$ cat src/rtl/huffman_tree_builder.sv
// Canonical DEFLATE Huffman code builder: counts code lengths from the buffer RAM,
// derives first codes per length, then writes one {code,len} entry per symbol.
module huffman_tree_builder #(
   parameter int HUFF_CODE_LEN = 8
) (
   input  logic                     clk,
   input  logic                     rst_n,
   input  logic                     inc,
   input  logic [5:0]               tree_num,
   input  logic [5:0]               buff_addr_bias,
   output logic [8:0]               buff_addr,
   input  logic [4:0]               buff_data,
   output logic [HUFF_CODE_LEN-1:0] huff_addr,
   output logic [4:0]               huff_code,
   output logic [3:0]               huff_len,
   output logic                     winc,
   output logic                     finish
);

   typedef enum logic [2:0] {IDLE, COUNT, CALC, ASSIGN, DONE} state_t;

   state_t      state;
   logic [5:0]  n_q;
   logic [5:0]  bias_q;
   logic [5:0]  idx;
   logic [2:0]  len_q;
   logic        len_v;
   logic [4:0]  bl_count [0:7];
   logic [4:0]  next_code [0:7];
   logic [2:0]  len_in;
   logic        rd_en;
   logic [4:0]  c2, c3, c4, c5;

   // Out-of-range lengths are folded to "unused" before anything else sees them.
   assign len_in = (buff_data > 5'd5) ? 3'd0 : buff_data[2:0];

   assign rd_en     = ((state == COUNT) || (state == ASSIGN)) && (idx < n_q);
   assign buff_addr = rd_en ? ({3'b000, bias_q} + {3'b000, idx}) : 9'd0;

   // First code of each length; next_code[1] is always 0, arithmetic wraps at 5 bits.
   assign c2 = bl_count[1] << 1;
   assign c3 = (c2 + bl_count[2]) << 1;
   assign c4 = (c3 + bl_count[3]) << 1;
   assign c5 = (c4 + bl_count[4]) << 1;

   always_ff @(posedge clk or negedge rst_n) begin
      if (!rst_n) begin
         state     <= IDLE;
         n_q       <= '0;
         bias_q    <= '0;
         idx       <= '0;
         len_q     <= '0;
         len_v     <= 1'b0;
         huff_addr <= '0;
         huff_code <= '0;
         huff_len  <= '0;
         winc      <= 1'b0;
         finish    <= 1'b0;
         for (int k = 0; k < 8; k++) begin
            bl_count[k]  <= '0;
            next_code[k] <= '0;
         end
      end else begin
         case (state)
            IDLE: begin
               winc   <= 1'b0;
               finish <= 1'b0;
               if (inc) begin
                  n_q    <= tree_num;
                  bias_q <= buff_addr_bias;
                  idx    <= '0;
                  len_v  <= 1'b0;
                  if (tree_num == 6'd0) begin
                     state  <= DONE;
                     finish <= 1'b1;
                  end else begin
                     state <= COUNT;
                  end
               end
            end
            COUNT: begin
               // Lengths are staged one cycle, so the last one lands in the extra cycle.
               if (len_v && (len_q != 3'd0))
                  bl_count[len_q] <= bl_count[len_q] + 5'd1;
               if (idx < n_q) begin
                  len_q <= len_in;
                  len_v <= 1'b1;
                  idx   <= idx + 6'd1;
               end else begin
                  len_v <= 1'b0;
                  state <= CALC;
               end
            end
            CALC: begin
               next_code[1] <= 5'd0;
               next_code[2] <= c2;
               next_code[3] <= c3;
               next_code[4] <= c4;
               next_code[5] <= c5;
               idx          <= '0;
               state        <= ASSIGN;
            end
            ASSIGN: begin
               if (idx < n_q) begin
                  winc      <= 1'b1;
                  huff_addr <= HUFF_CODE_LEN'(idx);
                  huff_len  <= {1'b0, len_in};
                  huff_code <= (len_in != 3'd0) ? next_code[len_in] : 5'd0;
                  if (len_in != 3'd0)
                     next_code[len_in] <= next_code[len_in] + 5'd1;
                  idx <= idx + 6'd1;
               end else begin
                  winc      <= 1'b0;
                  huff_addr <= '0;
                  huff_code <= '0;
                  huff_len  <= '0;
                  finish    <= 1'b1;
                  state     <= DONE;
               end
            end
            DONE: begin
               finish <= 1'b0;
               for (int k = 0; k < 8; k++)
                  bl_count[k] <= '0;
               state <= IDLE;
            end
            default: state <= IDLE;
         endcase
      end
   end

endmodule

$ cat config.mk
export PLATFORM = sky130hd
export DESIGN_NAME = huffman_tree_builder
export DESIGN_NICKNAME = d
export VERILOG_FILES = /design/src/rtl/huffman_tree_builder.sv
export SDC_FILE = /design/constraint.sdc
export NUM_CORES = 1
export LEC_CHECK = 0
export ABC_CLOCK_PERIOD_IN_PS = 5500
export CORE_UTILIZATION = 45
export DETAILED_ROUTE_END_ITERATION = 10
export PLACE_DENSITY = 0.7
export SLEW_MARGIN = 20
export SYNTH_ARGS = -nofsm -noshare
export SYNTH_HDL_FRONTEND = slang
export SYNTH_SLANG_ARGS = --single-unit
$ cat constraint.sdc
create_clock -name clk -period 5.5 [get_ports clk]
set_clock_uncertainty 0.1 [all_clocks]
set_input_delay 1.1 -clock clk [delete_from_list [all_inputs] [get_ports clk]]
set_output_delay 1.1 -clock clk [all_outputs]
set_load 0.02 [all_outputs]
### Word-level counts from Yosys, hierarchy flattened

Cells that the tools add are included.

* add/sub/neg operators: 7
* $lt $le $gt $ge: 6
* eq/ne operators: 11
* mux-type cells: 39
* bitwise logic cells: 2
* reductions and logical operators: 25

Operators by type and width (number)
* 40-bit bitwise mux: 2
* 40-bit one-hot mux with 2 select lines: 1
* 35-bit 2-to-1 mux: 2
* 25-bit one-hot mux with 2 select lines: 1
* 40-bit 2-to-1 mux: 1
* 5-bit 2-to-1 mux: 8
* 5-bit binary-select mux with 3-bit select: 2
* 5-bit demux with 3-bit select: 2
* 3-bit 2-to-1 mux: 6
* 6-bit 2-to-1 mux: 3
* 6-bit one-hot mux with 3 select lines: 1
* 4-bit adder: 3
* 3-bit one-hot mux with 4 select lines: 1
* 3-bit AND reduction: 4
* 3-bit nonzero test: 4
* 5-bit by 1-bit adder with 5-bit output, second input constant: 2
* 2-bit AND reduction: 5
* 4-bit >= comparator, second input constant: 2
* 4-bit by 1-bit < comparator with 1-bit output, second input constant: 2
* 2-bit by 1-bit != test with 1-bit output, second input constant: 4
* 3-bit inverter with 4-bit output: 2
* 2-bit nonzero test: 4
* 6-bit by 6-bit adder with 7-bit output: 1
* 7-bit 2-to-1 mux: 1
* 15 further kinds: 26

* register bits after elaboration: 124
* input bits: 20
* output and inout bits: 28
* word-level logic and storage cells: 117

### Longest topological paths before layout

* depth after elaboration: 11
* mapped depth: 9
* gate-level depth less buffers: 8

### Least setup slack after synthesis

OpenSTA, ideal clock, no wires.

* path kind: register to output
* start: reg idx[3]
* end: out buff_addr[4]
* arrival time: 2.240 ns
* required time: 4.300 ns
* slack: 2.060 ns
* stages on the path, launching flop included: 8
* path buffers: 1
* cell sequence: dfrtp_1 > ha_1 > a21o_1 > a21oi_1 > o221a_2 > clkbuf_1 > nand2_1 > nor3_1

* cells in the longest elaborated chain, start to end: 3
* elaborated cells on any way between the ends: 4
* those cells by class: 1 x add/sub; 1 x order compare; 1 x mux; 1 x reduce/logical

RTL lines
* start, declared: line 25 `logic [5:0] idx;`
* start signal, assigned: line 88 `idx <= idx + 6'd1;`
* start signal, assigned: line 111 `idx <= idx + 6'd1;`
* 6-bit < comparator: line 37 `assign rd_en = ((state == COUNT) || (state == ASSIGN)) && (idx < n_q);`
* 1-bit logical AND: line 37
* 7-bit 2-to-1 mux *: line 38 `assign buff_addr = rd_en ? ({3'b000, bias_q} + {3'b000, idx}) : 9'd0;`
* end, declared: line 11 `output logic [8:0] buff_addr,`

Every way passes the cells marked *; elsewhere a longest branch is shown, timed or not.

### Worst setup path in the final report

Same ends and word-level chain as after synthesis.

==> impl_metrics.yaml <==
timing:
  timing.final.ws_setup_ns: 1.16
  period_minus_slack_ns: 4.34
  layout_worst_path_cycle_share: 0.789
  timing_max_transition_violations_final: 0
  worst_pin_slew_ns: 1.14
  grt_setup_unrepaired: "false"
  timing.fmax_ghz: 0.230
  post_route_setup_tns_ns: 0
  setup_viol_count_final: 0
  final-hold-violation-count: 0
  hold_ws_ns: 0.276
  slew-limit-headroom: 0.240
grt:
  first_global_vias: 4213
  grt_use_total: 0.217
  grt_pass1_wl_mm: 21.3
  global_route.overflow_total: 0
  antenna_violations_before_repair: 0
  grt_max_degree: 61
floorplanning:
  num_io_pins: 48
  initial_core_util: 0.461
  core.rowCount: 40
  floorplan.core_area_mm2: 0.0120
  chipHeight_um: 113
  dieArea_mm2: 0.0127
  die_width_um: 113
yosys:
  syn-instance-count: 558
  ys_top_cells_by_area: "sky130_fd_sc_hd__dfrtp_1 47%, sky130_fd_sc_hd__nand2_1 4.8%, sky130_fd_sc_hd__o21ai_0 4.1%"
  synthDominantAreaCellType: "sky130_fd_sc_hd__dfrtp_1"
  synth_flop_cell: "sky130_fd_sc_hd__dfrtp_1"
  syn-cell-area_mm2: 0.00552
  synth-warning-count: 0
  yosysSeqAreaShare: 0.467
  number_of_enable_type_register_cells_in_the_synthesized_netlist: 0
  synth_largest_type_area_fraction: 0.467
  avgSynthCellArea_um2: 9.89
  ys_async_sr_fraction: 1.00
  yosysUniqueCellTypes: 62
  yosys_register_bits: 103
worst_setup_path:
  worstSetupEndpoint: "buff_addr[4]"
  critical_path.reg2reg.endpoint: "next_code[27]$_DFFE_PN0P_"
  reg2regPathDepth: 8
  critical_path_class: "flip-flop to primary output"
  r2r_slack_ns: 2.40
  crit_arrival_ns: 3.14
  timing.rr.start: "idx[3]$_DFFE_PN0P_"
  worst_ep_required_time_ns: 4.30
  critical_path.startpoint_type: "flip-flop"
  critical_path_peak_fanout: 14
  crit_path_end_kind: "primary output"
  timing.critical_path.from: "idx[3]$_DFFE_PN0P_"
final_layout:
  final_net_count: 629
  n_antenna_cell: 0
  drive_above_1_share: 0.0860
  number_of_cells_in_the_finished_layout_apart_from_fillers: 740
  layout.cells.most_common_list: "103 x sky130_fd_sc_hd__dfrtp_1, 71 x sky130_fd_sc_hd__nand2_1, 45 x sky130_fd_sc_hd__o21ai_0"
  flow.area_growth_from_synthesis_pct: 14.9
  layout.cells.most_common: "sky130_fd_sc_hd__dfrtp_1"
cts:
  clkSlewWorstSetupHoldPaths_ns: 0.07
  tritoncts_buffers: 9
  max-clock-path-buffers: 2
  worstSkewPairLatency_ns: 0.35
  cts-resized-gates: 0
  postCtsSetupRepairBufs: 0
  cts_max_level: 3
  post_cts_hold_buffer_count: 0
  cts_num_sinks: 103
  buffer_cell_driving_the_clock_tree_root: "sky130_fd_sc_hd__clkbuf_16"
  tritoncts: "built"
routing:
  detailedRoute.firstPassIterationCount: 5
  detailroute.via_count: 4321
  routed_wirelength_mm: 13.0
  drt-vias-per-instance: 5.84
  drc: 0
  wl_per_instance_um: 17.6
  post_route_antenna_net_violation_count: 0
  drt_iter0_markers: 322
worst_hold_path:
  hp-class: "flip-flop to flip-flop"
placement:
  placed_cells_incl_taps: 724
  detailed_place_hpwl_mm: 9.31
  port-buffer-count: 42
  detailedPlace.worstSlack_ns: 1.11
  gp_weighted_congestion: 0.924
power_and_ir_drop:
  leakagePower_uw: 0.00277
  power.ir.vdd_worst_mv: 0.290
  p_per_area_mw_per_mm2: 520
  finalPower_uw: 3300
flow_run:
  cap_viol_max_count: 0
outcome:
  status: "finished, final reports clean"
## synth_stat cells (7+ instances only)
library cell and instances:
sky130_fd_sc_hd__inv_1 28, sky130_fd_sc_hd__mux2_2 12, sky130_fd_sc_hd__a21oi_1 20, sky130_fd_sc_hd__nand2_1 71
sky130_fd_sc_hd__nor2_1 30, sky130_fd_sc_hd__mux2i_1 21, sky130_fd_sc_hd__nand2b_1 7, sky130_fd_sc_hd__and2_1 10
sky130_fd_sc_hd__nand3_1 39, sky130_fd_sc_hd__o221ai_1 9, sky130_fd_sc_hd__dfrtp_1 103, sky130_fd_sc_hd__xnor2_1 10
sky130_fd_sc_hd__ha_1 17, sky130_fd_sc_hd__o21ai_0 45, sky130_fd_sc_hd__clkbuf_1 19
## metal layers
metal	global-route usage	up-vias	wire, µm
li1	-	2039	-
met1	0.286	2135	5780
met2	0.348	125	6220
met3	0.0595	22	781
met4	0.0702	0	239
met5	0	-	0
## registers in the layout (all words and copies together) (netlist names), 3 cells and up
register   cells
huff_code      5
huff_len       3
len_q          3
idx            6
n_q            6
next_code     30
bias_q         6
huff_addr      6
state          3
bl_count      32
## critical path, stage by stage, from the launching register on
cell and delay [ns]:
sky130_fd_sc_hd__dfrtp_1 0.47, sky130_fd_sc_hd__ha_1 0.34, sky130_fd_sc_hd__a21o_1 0.18, sky130_fd_sc_hd__a21oi_1 0.18
sky130_fd_sc_hd__o221a_2 0.43, sky130_fd_sc_hd__nand2_1 0.24, sky130_fd_sc_hd__nor3_1 0.29, sky130_fd_sc_hd__clkdlybuf4s50_1 0.65
## power breakdown
part | leakage [µW] | total, µW | internal (µW) | switching [µW]
clock network | 0.000156 | 685 | 411 | 274
registers | 0.00137 | 1200 | 968 | 229
logic | 0.00124 | 1410 | 602 | 812
total | 0.00277 | 3300 | 1980 | 1320
## metrics by stage
stage | area [µm²] | util
final | 6340 | 0.530
after global routing | 6340 | 0.530
after CTS | 6340 | 0.530
after detailed placement | 6010 | 0.503
after global placement | 6010 | 0.503
after floorplan | 5530 | -
## worst min-delay path by stage
stage                              startpoint                        end  slack [ns]  cells past startpoint
global route        next_code[35]$_DFFE_PN0P_  next_code[35]$_DFFE_PN0P_        0.30                      0
CTS                 next_code[39]$_DFFE_PN0P_  next_code[39]$_DFFE_PN0P_        0.28                      0
finish              next_code[35]$_DFFE_PN0P_  next_code[35]$_DFFE_PN0P_        0.28                      0
detailed placement  next_code[35]$_DFFE_PN0P_  next_code[35]$_DFFE_PN0P_        0.27                      0
global placement    next_code[39]$_DFFE_PN0P_  next_code[39]$_DFFE_PN0P_        0.27                      0
floorplan           next_code[38]$_DFFE_PN0P_  next_code[38]$_DFFE_PN0P_        0.32                      1
## cell type report
type                    instances  area, µm²
clock inverters                 5       81.3
repair buffers                 46        448
multi-input cells             400       2700
flip-flops and latches        103       2580
inverters                      28        105
clock buffers                  11        243
fillers                      1055       5620
well taps                     147        184
## cells by family (layout without fill, tap and decap cells)
family | after synthesis | in the layout | synth area share
simple gates | 190 | 190 | 0.166
compound gates | 130 | 130 | 0.158
flops | 103 | 103 | 0.467
buf+inv | 59 | 90 | 0.0463
mux | 37 | 37 | 0.0789
fa+ha+maj | 21 | 21 | 0.0531
xor+xnor | 17 | 17 | 0.0297
other cells | 1 | 5 | 0.000680
No activity file was read; power rests on OpenSTA's default activity.
